--- src/rtl/ps2_pkg.sv ---
// Shared constants and types for the PS/2 mouse command sequencer and packet assembler.
// Latency: n/a (definitions only).
// Backpressure: n/a (definitions only).
package ps2_pkg;

  // Host-to-mouse commands
  localparam logic [7:0] CMD_RESET     = 8'hFF;
  localparam logic [7:0] CMD_EN_STREAM = 8'hF4;

  // Mouse-to-host responses
  localparam logic [7:0] RSP_ACK     = 8'hFA;
  localparam logic [7:0] RSP_BAT_OK  = 8'hAA;
  localparam logic [7:0] RSP_BAT_ERR = 8'hFC;

  // Bit positions inside stream packet byte 0
  localparam int B0_BTN_LSB = 0;
  localparam int B0_BTN_MSB = 2;
  localparam int B0_SYNC    = 3;  // always 1 in a well-formed byte 0
  localparam int B0_XSIGN   = 4;
  localparam int B0_YSIGN   = 5;
  localparam int B0_XOVF    = 6;
  localparam int B0_YOVF    = 7;

  // Command/response sequencer states
  typedef enum logic [2:0] {
    ST_IDLE,
    ST_SEND,
    ST_WAIT_TX,
    ST_WAIT_ACK,
    ST_WAIT_BAT,
    ST_WAIT_ID,
    ST_STREAM,
    ST_FAIL
  } ctrl_state_t;

  // Stream packet byte position
  typedef enum logic [1:0] {
    PKT_B0,
    PKT_B1,
    PKT_B2
  } pkt_state_t;

endpackage

--- src/rtl/ps2_pkt_asm.sv ---
// Assembles 3-byte PS/2 stream packets into buttons, 9-bit dx/dy and overflow flags.
// Latency: outputs and pkt_tick update one cycle after the third byte's rx_done_tick.
// Backpressure: none; every byte is consumed. PS2M_SYNC_CHECK_EN drops byte-0 candidates with bit3=0.
module ps2_pkt_asm
  import ps2_pkg::*;
(
  input  logic       clk,
  input  logic       reset,
  input  logic       en,
  input  logic       rx_done_tick,
  input  logic [7:0] rx_dout,
  output logic       pkt_tick,
  output logic [2:0] btn,
  output logic [8:0] dx,
  output logic [8:0] dy,
  output logic [1:0] ovf
);

  pkt_state_t st, st_n;
  logic [2:0] b0_btn;
  logic       b0_xs;
  logic       b0_ys;
  logic [1:0] b0_ovf;
  logic [7:0] b1;
  logic       rx_ok;
  logic       b0_ok;

  assign rx_ok = en && rx_done_tick;

`ifdef PS2M_SYNC_CHECK_EN
  // A byte without the always-one bit cannot start a packet; dropping it realigns the stream.
  assign b0_ok = rx_dout[B0_SYNC];
`else
  assign b0_ok = 1'b1;
`endif

  // Byte-position register
  always_ff @(posedge clk or posedge reset) begin
    if (reset) st <= PKT_B0;
    else       st <= st_n;
  end

  // Advance one position per accepted byte; hold at B0 while streaming is not enabled
  always_comb begin
    st_n = st;
    if (!en) begin
      st_n = PKT_B0;
    end else if (rx_done_tick) begin
      case (st)
        PKT_B0:  if (b0_ok) st_n = PKT_B1;
        PKT_B1:  st_n = PKT_B2;
        PKT_B2:  st_n = PKT_B0;
        default: st_n = PKT_B0;
      endcase
    end
  end

  // Capture bytes 0/1 and publish the complete packet on byte 2
  always_ff @(posedge clk or posedge reset) begin
    if (reset) begin
      b0_btn   <= '0;
      b0_xs    <= 1'b0;
      b0_ys    <= 1'b0;
      b0_ovf   <= '0;
      b1       <= '0;
      pkt_tick <= 1'b0;
      btn      <= '0;
      dx       <= '0;
      dy       <= '0;
      ovf      <= '0;
    end else begin
      pkt_tick <= 1'b0;
      if (rx_ok) begin
        case (st)
          PKT_B0: begin
            if (b0_ok) begin
              b0_btn <= rx_dout[B0_BTN_MSB:B0_BTN_LSB];
              b0_xs  <= rx_dout[B0_XSIGN];
              b0_ys  <= rx_dout[B0_YSIGN];
              b0_ovf <= {rx_dout[B0_YOVF], rx_dout[B0_XOVF]};
            end
          end
          PKT_B1: b1 <= rx_dout;
          PKT_B2: begin
            btn      <= b0_btn;
            dx       <= {b0_xs, b1};
            dy       <= {b0_ys, rx_dout};
            ovf      <= b0_ovf;
            pkt_tick <= 1'b1;
          end
          default: ;
        endcase
      end
    end
  end

endmodule

--- src/rtl/ps2_mouse_ctrl.sv ---
// PS/2 mouse init sequencer (reset, BAT/ID check, enable streaming with retries) plus packet output.
// Latency: wr_ps2 is combinational from SEND && tx_idle; init_done one cycle after the final ACK.
// Backpressure: waits on tx_idle before each command; optional PS2M_SYNC_CHECK_EN enables byte-0 sync check.
module ps2_mouse_ctrl
  import ps2_pkg::*;
#(
  parameter int MAX_RETRY  = 3,
  parameter int SKIP_RESET = 0
)
(
  input  logic       clk,
  input  logic       reset,
  input  logic       tx_idle,
  input  logic       tx_done_tick,
  output logic       wr_ps2,
  output logic [7:0] din,
  input  logic       rx_done_tick,
  input  logic [7:0] rx_dout,
  output logic       rx_en,
  output logic       init_done,
  output logic       init_fail,
  output logic       pkt_tick,
  output logic [2:0] btn,
  output logic [8:0] dx,
  output logic [8:0] dy,
  output logic [1:0] ovf
);

  localparam int RW = (MAX_RETRY > 0) ? $clog2(MAX_RETRY + 1) : 1;
  localparam logic [RW-1:0] MAX_R = RW'(MAX_RETRY);

  ctrl_state_t   state, state_n;
  logic [7:0]    cmd, cmd_n;
  logic [RW-1:0] retry_cnt, retry_n;
  logic          rx_ok;

  // Receiver is muted from the write strobe until the transmitter reports completion
  assign rx_en     = !((state == ST_SEND && tx_idle) || state == ST_WAIT_TX);
  assign rx_ok     = rx_done_tick && rx_en;
  assign init_done = (state == ST_STREAM);
  assign init_fail = (state == ST_FAIL);

  // State, current command and retry counter registers
  always_ff @(posedge clk or posedge reset) begin
    if (reset) begin
      state     <= ST_IDLE;
      cmd       <= CMD_RESET;
      retry_cnt <= '0;
    end else begin
      state     <= state_n;
      cmd       <= cmd_n;
      retry_cnt <= retry_n;
    end
  end

  // Command/response sequencing and transmitter write strobe
  always_comb begin
    state_n = state;
    cmd_n   = cmd;
    retry_n = retry_cnt;
    wr_ps2  = 1'b0;
    din     = 8'h00;
    case (state)
      ST_IDLE: begin
        state_n = ST_SEND;
        cmd_n   = (SKIP_RESET != 0) ? CMD_EN_STREAM : CMD_RESET;
        retry_n = '0;
      end
      ST_SEND: begin
        if (tx_idle) begin
          wr_ps2  = 1'b1;
          din     = cmd;
          state_n = ST_WAIT_TX;
        end
      end
      ST_WAIT_TX: begin
        if (tx_done_tick) state_n = ST_WAIT_ACK;
      end
      ST_WAIT_ACK: begin
        if (rx_ok) begin
          if (rx_dout == RSP_ACK) begin
            retry_n = '0;
            state_n = (cmd == CMD_RESET) ? ST_WAIT_BAT : ST_STREAM;
          end else if (retry_cnt < MAX_R) begin
            retry_n = retry_cnt + RW'(1);
            state_n = ST_SEND;
          end else begin
            state_n = ST_FAIL;
          end
        end
      end
      ST_WAIT_BAT: begin
        // RSP_BAT_ERR and anything else unexpected is fatal
        if (rx_ok) state_n = (rx_dout == RSP_BAT_OK) ? ST_WAIT_ID : ST_FAIL;
      end
      ST_WAIT_ID: begin
        if (rx_ok) begin
          cmd_n   = CMD_EN_STREAM;
          state_n = ST_SEND;
        end
      end
      ST_STREAM: state_n = ST_STREAM;
      ST_FAIL:   state_n = ST_FAIL;
      default:   state_n = ST_IDLE;
    endcase
  end

  ps2_pkt_asm u_pkt_asm (
    .clk          (clk),
    .reset        (reset),
    .en           (init_done),
    .rx_done_tick (rx_done_tick),
    .rx_dout      (rx_dout),
    .pkt_tick     (pkt_tick),
    .btn          (btn),
    .dx           (dx),
    .dy           (dy),
    .ovf          (ovf)
  );

endmodule

--- config.mk ---
export PLATFORM = sky130hd
export DESIGN_NAME = ps2_mouse_ctrl
export DESIGN_NICKNAME = d
export VERILOG_FILES = /design/src/rtl/ps2_pkg.sv /design/src/rtl/ps2_pkt_asm.sv /design/src/rtl/ps2_mouse_ctrl.sv
export SDC_FILE = /design/constraint.sdc
export NUM_CORES = 1
export LEC_CHECK = 0
export BUFFER_PORTS_ARGS = -buffer_cell sky130_fd_sc_hd__buf_2
export CAP_MARGIN = 10
export CORE_MARGIN = 4
export CORE_UTILIZATION = 45
export CTS_CLUSTER_SIZE = 28
export DETAILED_ROUTE_END_ITERATION = 8
export PLACE_DENSITY = 0.69
export SYNTH_ARGS = -nofsm -noshare
export SYNTH_HDL_FRONTEND = slang
export SYNTH_SLANG_ARGS = --single-unit
--- constraint.sdc ---
create_clock -name clk -period 2.3 [get_ports clk]
set_input_delay 0.46 -clock clk [delete_from_list [all_inputs] [get_ports clk]]
set_output_delay 0.46 -clock clk [all_outputs]
set_load 0.02 [all_outputs]
=== Word-level counts from Yosys, hierarchy flattened ===
Index checks and enable logic that the tools add are counted.
W data, S select, Z words.

* Flip-flop bits (word level): 54
* Logic and storage cells: 75
* Output and inout bits: 36
* Input port bits: 13

* Reduce and logical (&&, ||, !) cells: 15
* Muxes and demuxes: 25
* Order comparisons: 1
* Add/sub/neg operators: 1
* Equal/unequal tests: 19

{| class="wikitable"
|+ Operators by type and width
! operator !! number
|-
| $eq A8 B8 Y1 const B || 3
|-
| $mux W8 || 3
|-
| $pmux W3 S8 || 1
|-
| $mux W3 || 7
|-
| $pmux W8 S2 || 1
|-
| $mux W2 || 7
|-
| $eq A3 B3 Y1 const B || 4
|-
| $ne A2 B2 Y1 const B || 6
|-
| $pmux W2 S2 || 2
|-
| $reduce_and A2 Y1 || 4
|-
| $eq A3 B2 Y1 const B || 2
|-
| $reduce_and A5 Y1 || 1
|-
| $mux W1 || 4
|-
| $reduce_bool A2 Y1 || 2
|-
| $eq A3 B1 Y1 const B || 1
|-
| $logic_and A1 B1 Y1 || 3
|-
| $logic_not A3 Y1 || 1
|-
| $ne A3 B3 Y1 const B || 1
|-
| $reduce_and A3 Y1 || 1
|-
| $add A2 B1 Y2 const B || 1
|-
| $eq A2 B1 Y1 const B || 1
|-
| $eq A2 B2 Y1 const B || 1
|-
| $logic_not A2 Y1 || 1
|-
| $lt A2 B2 Y1 const B || 1
|-
| 2 further kinds || 2
|}

=== Depth between registers and ports, before layout ===
Gate-level depths: netlist (run 1).

* Depth after elaboration: 7
* Mapped depth: 5
* Gate-level depth less buffers: 4

=== Hierarchy ===
From an unflattened synthesis (run 1), not the netlist that was laid out.

* Cell total of the unflattened synthesis: 150
* Area total of the unflattened synthesis: 2198.4 um2

{| class="wikitable"
|+ Modules (own cells, without submodules)
! module !! area an instance (um2) !! seq. area each (um2) !! times used !! cells each
|-
| ps2_pkt_asm || 1661.6 || 1026.0 || 1 || 93
|-
| ps2_mouse_ctrl || 536.8 || 151.4 || 1 || 57
|}

=== Least setup slack after synthesis (run 1) ===
Ideal clock, no wire load.

* Path type: reg2out
* Start point: reg state[2]
* End point: out din[1]
* Path buffers: 2
* Data arrival time: 1.524 ns
* Cell stages (with the launch flop): 6
* Setup slack: 0.316 ns
* Cell sequence: dfrtp_1 -> clkbuf_1 -> inv_1 -> and3_1 -> and2_1 -> buf_4

* Word-level cells in the longest chain between the ends: 2

{| class="wikitable"
|+ RTL lines
! what !! RTL line !! text
|-
| from (decl) || ps2_mouse_ctrl.sv:32 || <nowiki>ctrl_state_t state, state_n;</nowiki>
|-
| from (signal assigned) || ps2_mouse_ctrl.sv:50 || <nowiki>state <= state_n;</nowiki>
|-
| $eq A3 B1 Y1 || ps2_mouse_ctrl.sv:63 || <nowiki>case (state)</nowiki>
|-
| $mux W8 || ps2_mouse_ctrl.sv:63 ||
|-
| to (decl) || ps2_mouse_ctrl.sv:16 || <nowiki>output logic [7:0] din,</nowiki>
|}

No other way between the ends.

=== Worst setup path in the final report (run 1) ===
* Start point: reg state[1]
* End point: out din[1]

The elaborated chain is that of the path after synthesis.

==> impl_metrics.tcl, run 1 <==
set metrics [dict create \
    slew-limit-headroom 0.614 \
    start_kind "flip-flop" \
    die_area_mm2 0.00579 \
    routed_via_density 5.47 \
    ir_drop_mv 0.423 \
    gr-total-overflow 0 \
    yosysSeqAreaShare 0.564 \
    crit_chain "nor2b_1, and3_1, and2_1, buf_2" \
    rr_worst_depth 4 \
    cts_max_path_buffers 2 \
    max_freq_mhz 465 \
    layout-drive-gt1-share 0.527 \
    dpl_cell_area_mm2 0.00234 \
    drtPass1Iterations 4 \
    syn_inst 156 \
    vias 1384 \
    wl_per_cell_um 16.4 \
    syn_area_mm2 0.00209 \
    yosys-top-cells-count "46 x dfrtp_1, 39 x mux2_2, 7 x buf_4" \
    die_w_um 76.1 \
    hold_ws_ps 294 \
    cts_tree "yes" \
    start_util 0.473 \
    cp.depth 4 \
    n_fill_cell 381 \
    grt_pass1_vias 1413 \
    grt_use_total 0.148 \
    critPathMaxFanout 14 \
    avgSynthCellArea_um2 13.4 \
    grt_pass1_wl_mm 6.87 \
    cellLeakagePower_nw 1.29 \
    post-route-period-util 0.935 \
    num_antenna_cells 0 \
    fin_nets 214 \
    final_area_mm2 0.00244 \
    holdCritPathClass "in2async" \
    synthArstFlopShare 1.00 \
    cpPeakStageDelay_ps 520 \
    setup_viol 0 \
    io_buffers 48 \
    skew_ps 7.27 \
    synth_largest_area_cell "dfrtp_1" \
    cp_num_buf_inv 1 \
    powerDensity_mw_per_mm2 812 \
    core_area_mm2 0.00441 \
    cts.sinks 47 \
    rows 24 \
    antenna_found_initial 0 \
    final_hold_viol_count 0 \
    synth_area_leaders "dfrtp_1 55%, mux2_2 21%, buf_4 2.5%" \
    cts_buffers 5 \
    clkLatencyLatePin_ps 300 \
    htree_levels 2 \
    cp_top_family "simple AND/OR/NAND/NOR gates" \
    rsz0062_at_grt "no" \
    synthDistinctLibCells 38 \
    synth-edff-count 0 \
    slew_viol_final 0 \
    syn_to_final_growth_pct 16.8 \
    worst_slew_pin_slew_ps 578 \
    cts_setup_buffers 0 \
    synth_nets 170 \
    ios 49 \
    die_height_um 76.1 \
    crit_type "reg2out" \
    cp.required_ps 1840 \
    synth_warnings 0 \
    synth_seq_cells 47 \
    period_needed_ps 2150 \
    worst-endpoint-arrival_ps 1690 \
    outcome "completed" \
    yosysMostFrequentCell "dfrtp_1" \
    slowest_stage "dfrtp_1" \
    gp_congestion 0.811 \
    max_cap_violations 0 \
    synthFlopType "dfrtp_1" \
    fin_tns_setup_ps 0 \
    place_hpwl_mm 2.97 \
    synth_top_area_frac 0.551 \
    finalWirelength_mm 4.14 \
    drc 0 \
    path_clk_slew_ps 80 \
    cts-root-buf "clkbuf_8" \
    cp-end-kind "output pin" \
    ant_nets 0 \
    grt_max_degree 48 \
    drt_iter0_drc 74 \
]
stage by stage:
| stage | power (mW) | instances | setup WS (ps) | utilization |
|---|---|---|---|---|
| 2_1_floorplan | 1.38 | 156 | 316 | - |
| 4_1_cts | 1.99 | 253 | 102 | 0.552 |
| 5_1_grt | 2.09 | 253 | 16.7 | 0.553 |
| 3_5_place_dp | 1.47 | 245 | 413 | 0.530 |
| 6_report | 1.98 | 253 | 150 | 0.553 |
| 3_3_place_gp | 1.44 | 245 | 409 | 0.530 |
sequential cells by signal, indices dropped and copies added (netlist names):
signal / flops
u_pkt_asm.btn: 3
u_pkt_asm.st: 2
u_pkt_asm.dy: 9
u_pkt_asm.b1: 8
u_pkt_asm.dx: 9
u_pkt_asm.b0_xs: 1
u_pkt_asm.b0_btn: 3
u_pkt_asm.b0_ys: 1
retry_cnt: 2
u_pkt_asm.b0_ovf: 2
u_pkt_asm.ovf: 2
cmd: 1
u_pkt_asm.pkt_tick: 1
state: 3
cell families after synthesis:
group | Yosys count | synth area share
adder cells (fa/ha/maj) | 1 | 0.00599
flip-flops | 47 | 0.564
AND/OR/NAND/NOR | 30 | 0.101
multiplexers | 39 | 0.210
buffers and inverters | 19 | 0.0545
AO/OA/AOI/OAI | 20 | 0.0647
final timing paths:
check / end / startpoint / slack [ps]
min reg2reg: retry_cnt[0] / retry_cnt[0] / 500
max in group asynchronous: state[0] / reset / 1600
max: din[1] / state[1] / 150
min in group clk: u_pkt_asm.b1[3] / rx_dout[3] / 420
min: state[1] / reset / 290
max reg2reg: u_pkt_asm.dx[6] / state[1] / 400
tightest hold or removal path, cell delays in order:
cell and delay (ps):
buf_2 100, inv_2 30, buf_4 470
area by class of cell:
class | instances | area (um^2) | area share
Sequential cell | 47 | 1180 | 0.483
Multi-Input combinational cell | 90 | 803 | 0.329
Timing Repair Buffer | 51 | 275 | 0.113
Inverter | 5 | 18.8 | 0.00769
Tap cell | 52 | 65.1 | 0.0267
Clock inverter | 2 | 16.3 | 0.00667
Clock buffer | 6 | 82.6 | 0.0338
power breakdown:
group          internal, mW  switching (mW)  leakage [nW]  total [mW]
registers             0.925           0.102         0.642        1.03
logic                 0.200           0.231         0.597       0.431
clock network         0.245           0.278        0.0474       0.523
per-layer routing:
metal,global-route usage,vias up,routed length [um]
met3,0.0556,7,219
li1,-,640,-
met2,0.238,50,2130
met4,0.0542,0,61
met1,0.180,687,1730
met5,0,-,0
what timing repair did:
action	CTS	global route
hold buffers	0	0
setup endpoints to repair	0	3
resized for setup	0	1
cells in the final DEF, fill, tap and decap left out, drive strengths merged, types with 2 or more instances in the layout:
cell	n
inv	5
buf	51
clkbuf	6
nand2b	3
nor2	3
mux2	39
nor3	2
nand4b	2
nand3b	2
a2bb2oi	2
nand2	2
o211ai	3
o21ai	4
dfrtp	46
and3	3
nor2b	2
or3	2
a21oi	5
No activity file was read; power rests on OpenSTA's default activity.
==> inputs of run 2 (changes only) <==
==> constraint.sdc (replaced) <==
create_clock -name clk -period 2.3 [get_ports clk]
set_input_delay 0 -clock clk [delete_from_list [all_inputs] [get_ports clk]]
set_output_delay 0 -clock clk [all_outputs]
set_load 0.02 [all_outputs]
==> run 2 against run 1 <==
Compared with the run above:
- first-iteration DRC count is 110% higher
- non-clock buffer count rose by 7
- sequential share of layout area down 1.1 points
- via count increased by 2.5%
- global-route usage grew 0.94 points
- utilization increased by 1.3 points
- sequential power about the same
- critical path type is now reg2reg
- critical endpoint is now u_pkt_asm.dy[1]
==> impl_metrics.tcl, run 2 (synthesis results as in run 1) <==
set metrics [dict create \
    cp.required_ps 2490 \
    clkLatencyLatePin_ps 300 \
    worst-r2r-setup-slack_ps 420 \
    grt_use_total 0.157 \
    n_fill_cell 378 \
    worst_slew_pin_slew_ps 952 \
    endpoint "u_pkt_asm.dy[1]" \
    gp_congestion 0.793 \
    grt_pass1_vias 1481 \
    critPathMaxFanout 24 \
    critical_path.startpoint "state[0]" \
    layout-drive-gt1-share 0.500 \
    powerDensity_mw_per_mm2 799 \
    htree_levels 2 \
    dr_wl_met3_um 201 \
    num_antenna_cells 0 \
    grt_pass1_wl_mm 7.42 \
    drt_iter0_drc 159 \
    wl_met2_mm 2.21 \
    grt_max_degree 48 \
    max_freq_mhz 532 \
    die_w_um 76.1 \
    routed_via_density 5.45 \
    cts_max_path_buffers 2 \
    worst-endpoint-arrival_ps 2070 \
    slew_viol_final 0 \
    vias 1418 \
    cp-end-kind "flip-flop" \
    crit_type "reg2reg" \
    highest_layer "met4" \
    reg2reg_to "u_pkt_asm.dy[1]" \
    max_cap_violations 0 \
    ant_nets 0 \
    slew-limit-headroom 0.365 \
    power.total_mw 1.99 \
    io_buffers 48 \
    die_height_um 76.1 \
    cts_buffers 5 \
    wl_per_cell_um 16.2 \
    rows 24 \
    outcome "completed" \
    rr_worst_depth 4 \
    cts_setup_buffers 0 \
    ir_drop_mv 0.482 \
    reg_top3 "u_pkt_asm.dx x9, u_pkt_asm.dy x9, u_pkt_asm.b1 x8" \
    cts-root-buf "clkbuf_8" \
    period_needed_ps 1880 \
    holdCritPathClass "in2reg" \
    setup_viol 0 \
    timing.rr.start "state[0]" \
    gr-total-overflow 0 \
    final_cell_mix "48 x buf_2, 46 x dfrtp_1, 39 x mux2_2, 8 x dlygate4sd3_1, 6 x clkbuf_8" \
    syn_to_final_growth_pct 19.5 \
    cts_resized 0 \
    finalWirelength_mm 4.22 \
    start_util 0.473 \
    start_kind "flip-flop" \
    die_area_mm2 0.00579 \
    core_area_mm2 0.00441 \
    drc 0 \
    skew_ps 3.79 \
    wl_met1_mm 1.73 \
    cellLeakagePower_nw 1.32 \
    rsz0062_at_grt "no" \
    cts.sinks 47 \
    final_hold_viol_count 0 \
    antenna_found_initial 0 \
    fin_nets 221 \
    ios 49 \
    path_clk_slew_ps 90 \
    cts_tree "yes" \
    post-route-period-util 0.818 \
    fin_tns_setup_ps 0 \
    drtPass1Iterations 5 \
    place_hpwl_mm 3.00 \
    final_common_cell "buf_2" \
]
[run 2: cell count changes in the layout (fill, tap and decap cells not counted), sizes merged]
cell / delta
inv: +1
buf: -1
clkinvlp: -1
dlygate4sd3: +8
[run 2: worst min path at each step]
stage / from / to / slack (ps) / cells after the start
after floorplan: rx_dout[0] / u_pkt_asm.b0_btn[0] / 150 / 1
after global placement: reset / u_pkt_asm.b0_btn[1] / 260 / 2
after detailed placement: reset / u_pkt_asm.b0_btn[1] / 280 / 2
after CTS: rx_dout[7] / u_pkt_asm.dy[7] / 3 / 2
after global routing: rx_dout[7] / u_pkt_asm.dy[7] / 20 / 2
final: rx_dout[7] / u_pkt_asm.dy[7] / 9 / 2
[run 2: cell type report]
class                   instances  area, um^2  area share
multi-input cells              90         803       0.322
repair buffers                 58         335       0.134
clock buffers                   6        82.6      0.0331
flip-flops and latches         47        1180       0.472
inverters                       5        18.8     0.00752
clock inverters                 2        13.8     0.00551
well taps                      52        65.1      0.0261
[run 2: repair_timing]
| action | in CTS | in global routing |
|---|---|---|
| hold endpoints to repair | 66 | 0 |
| endpoints found under the setup margin | 0 | 0 |
| hold buffers | 8 | 0 |
[run 2: where the power goes]
part           internal [mW]  switching (mW)  total, mW
registers              0.924           0.103       1.03
logic                  0.209           0.235      0.444
clock network          0.246           0.278      0.524
[run 2: layer usage]
layer,GRT usage,vias up
met5,0,-
met4,0.0577,0
met3,0.0449,13
met2,0.265,42
met1,0.190,708
li1,-,655
[run 2: stage by stage]
| stage | hold slack (ps) | worst slack, ps | cells | cell area, um^2 | util |
|---|---|---|---|---|---|
| after floorplan | 150 | 678 | 156 | 2090 | - |
| after global placement | 259 | 530 | 244 | 2320 | 0.526 |
| after detailed placement | 275 | 415 | 244 | 2320 | 0.526 |
| after CTS | 3.28 | 408 | 260 | 2500 | 0.565 |
| after global routing | 16.9 | 277 | 260 | 2500 | 0.565 |
| final | 8.78 | 419 | 260 | 2500 | 0.565 |
[run 2: critical path, stage by stage, from the launching register on]
cell and delay, ps:
dfrtp_1 510, nand3b_1 320, nor3_4 210, buf_4 320, mux2_2 380
==> inputs of run 3 (changes only) <==
--- a/config.mk
+++ b/config.mk
@@ -11,7 +11,7 @@
 export CORE_UTILIZATION = 45
 export CTS_CLUSTER_SIZE = 28
 export DETAILED_ROUTE_END_ITERATION = 8
-export PLACE_DENSITY = 0.69
+export PLACE_DENSITY = 0.71
 export SYNTH_ARGS = -nofsm -noshare
 export SYNTH_HDL_FRONTEND = slang
 export SYNTH_SLANG_ARGS = --single-unit
==> constraint.sdc (replaced) <==
create_clock -name clk -period 1.65 [get_ports clk]
set_input_delay 0 -clock clk [delete_from_list [all_inputs] [get_ports clk]]
set_output_delay 0 -clock clk [all_outputs]
set_load 0.02 [all_outputs]
==> run 3 against run 2 <==
Compared with the run above:
- clock-buffer cell count is the same
- via count grew 1.3%
- sequential share of layout area shrank 2.6 points
- non-clock buffer count increased by 11
- clock power grew 68%
==> impl_metrics.tcl, run 3 (synthesis results as in run 1) <==
set metrics [dict create \
    crit_chain "buf_4, nand4b_1, or4_2, o211a_1" \
    io_buffers 48 \
    cp-end-kind "flip-flop" \
    syn_to_final_growth_pct 26.6 \
    cts-root-buf "clkbuf_8" \
    final_hold_viol_count 0 \
    grt_max_degree 25 \
    rows 24 \
    wl_per_cell_um 15.5 \
    min_to "u_pkt_asm.dy[5]" \
    slew_viol_final 0 \
    ir_drop_mv 0.646 \
    vias 1437 \
    ant_nets 0 \
    clkLatencyLatePin_ps 290 \
    cp_num_buf_inv 1 \
    critPathMaxFanout 5 \
    timing.rr.start "state[0]" \
    cpPeakStageDelay_ps 660 \
    use_met2 0.244 \
    antenna_found_initial 0 \
    path_clk_slew_ps 90 \
    n_fill_cell 351 \
    cts_tree "yes" \
    reg2reg_to "state[1]" \
    worst-r2r-setup-slack_ps 80 \
    core_area_mm2 0.00441 \
    final_cell_mix "46 x dfrtp_1, 45 x buf_2, 39 x mux2_2, 15 x buf_4, 8 x dlygate4sd3_1" \
    combPwrFrac 0.259 \
    p_int_mw 2.18 \
    swShare 0.285 \
    period_needed_ps 1570 \
    grtUsageMet1 0.192 \
    worst_slew_pin_slew_ps 480 \
    hp-start "rx_dout[5]" \
    cts_buffers 5 \
    htree_levels 2 \
    post-route-period-util 0.949 \
    drtPass1Iterations 4 \
    cp_top_family "simple AND/OR/NAND/NOR gates" \
    die_height_um 76.1 \
    reg_top3 "u_pkt_asm.dx x9, u_pkt_asm.dy x9, u_pkt_asm.b1 x8" \
    routed_via_density 5.30 \
    max_freq_mhz 638 \
    start_kind "flip-flop" \
    start_util 0.473 \
    slew-limit-headroom 0.680 \
    setup_viol 0 \
    worst-endpoint-arrival_ps 1750 \
    grt_use_total 0.154 \
    p_clk_frac 0.289 \
    hold_ws_ps 30.1 \
    rr_worst_depth 4 \
    place_hpwl_mm 3.08 \
    holdPathStages 2 \
    holdCritPathClass "in2reg" \
    skew_ps 5.68 \
    fin_nets 232 \
    grtUsageMet3 0.0520 \
    ios 49 \
    final_common_cell "dfrtp_1" \
    num_antenna_cells 0 \
    drc 0 \
    gr-total-overflow 0 \
    max_cap_violations 0 \
    cellLeakagePower_nw 1.39 \
    grt_pass1_wl_mm 7.32 \
    cts_max_path_buffers 2 \
    p_switching_mw 0.867 \
    sequentialPowerShare 0.452 \
    die_area_mm2 0.00579 \
    powerDensity_mw_per_mm2 1150 \
    outcome "completed" \
    worst_slack_ps 83.7 \
    rsz0062_at_grt "yes" \
    top_usage_layer "met2" \
    slowest_stage "or4_2" \
    crit_type "reg2reg" \
    die_w_um 76.1 \
    cts.sinks 47 \
    grt_pass1_vias 1476 \
    gp_congestion 0.848 \
    layout-drive-gt1-share 0.543 \
    drt_iter0_drc 81 \
    cp.required_ps 1830 \
    finalWirelength_mm 4.19 \
    dp_slack_ps 74.2 \
]
[run 3: changes by cell type in the layout (fill, tap and decap cells not counted), sizes merged]
cell / previous run / this run
buf: 50 / 61
bufinv: 0 / 1
clkinv: 1 / 0
[run 3: area by class of cell]
class | count | area, um^2 | area share
Clock buffer | 6 | 82.6 | 0.0312
Clock inverter | 2 | 38.8 | 0.0147
Inverter | 5 | 18.8 | 0.00710
Multi-Input combinational cell | 90 | 823 | 0.311
Sequential cell | 47 | 1180 | 0.445
Tap cell | 52 | 65.1 | 0.0246
Timing Repair Buffer | 69 | 438 | 0.166
[run 3: repair_timing]
action | CTS | global route
hold endpoints to repair | 37 | 1
hold buffers | 7 | 1
setup endpoints to repair | 3 | 10
pin swaps | 0 | 0
gates resized for setup | 2 | 7
buffers inserted | 1 | 1
[run 3: stage by stage]
| step | utilization | setup TNS, ps | power, mW | instances | area, um^2 |
|---|---|---|---|---|---|
| after floorplan | - | 0 | 1.93 | 156 | 2090 |
| after global placement | 0.544 | 0 | 2.07 | 253 | 2400 |
| after detailed placement | 0.544 | 0 | 2.11 | 253 | 2400 |
| after CTS | 0.590 | 0 | 3.02 | 269 | 2600 |
| after global routing | 0.599 | -31.0 | 3.23 | 271 | 2640 |
| final | 0.599 | 0 | 3.04 | 271 | 2640 |
[run 3: routing by layer]
| layer | vias up | part of all wire |
|---|---|---|
| li1 | 679 | - |
| met2 | 37 | 0.50 |
| met1 | 711 | 0.43 |
| met4 | 0 | 0.017 |
| met3 | 10 | 0.050 |
| met5 | - | 0 |
[run 3: power groups by stage]
stage / sequential (mW) / clock [mW] / combinational (mW)
2_1_floorplan: 1.37 / 0 / 0.556
3_3_place_gp: 1.40 / 0 / 0.670
3_5_place_dp: 1.41 / 0 / 0.698
4_1_cts: 1.38 / 0.903 / 0.737
5_1_grt: 1.39 / 0.964 / 0.878
6_report: 1.38 / 0.878 / 0.789
[run 3: worst max-delay path by stage]
stage,startpoint,slack [ps],to,depth (start not counted)
after floorplan,state[0],30,u_pkt_asm.btn[0],4
after global placement,state[0],120,u_pkt_asm.b0_xs,3
after detailed placement,state[0],70,u_pkt_asm.dx[7],4
after CTS,state[1],4,din[0],5
after global routing,state[0],-8,din[1],5
final,state[0],80,state[1],4
[run 3: worst reg2reg max path, stage by stage (launching register included)]
cell,delay [ps]
dfrtp_1,400
buf_4,140
nand4b_1,100
or4_2,660
o211a_1,160
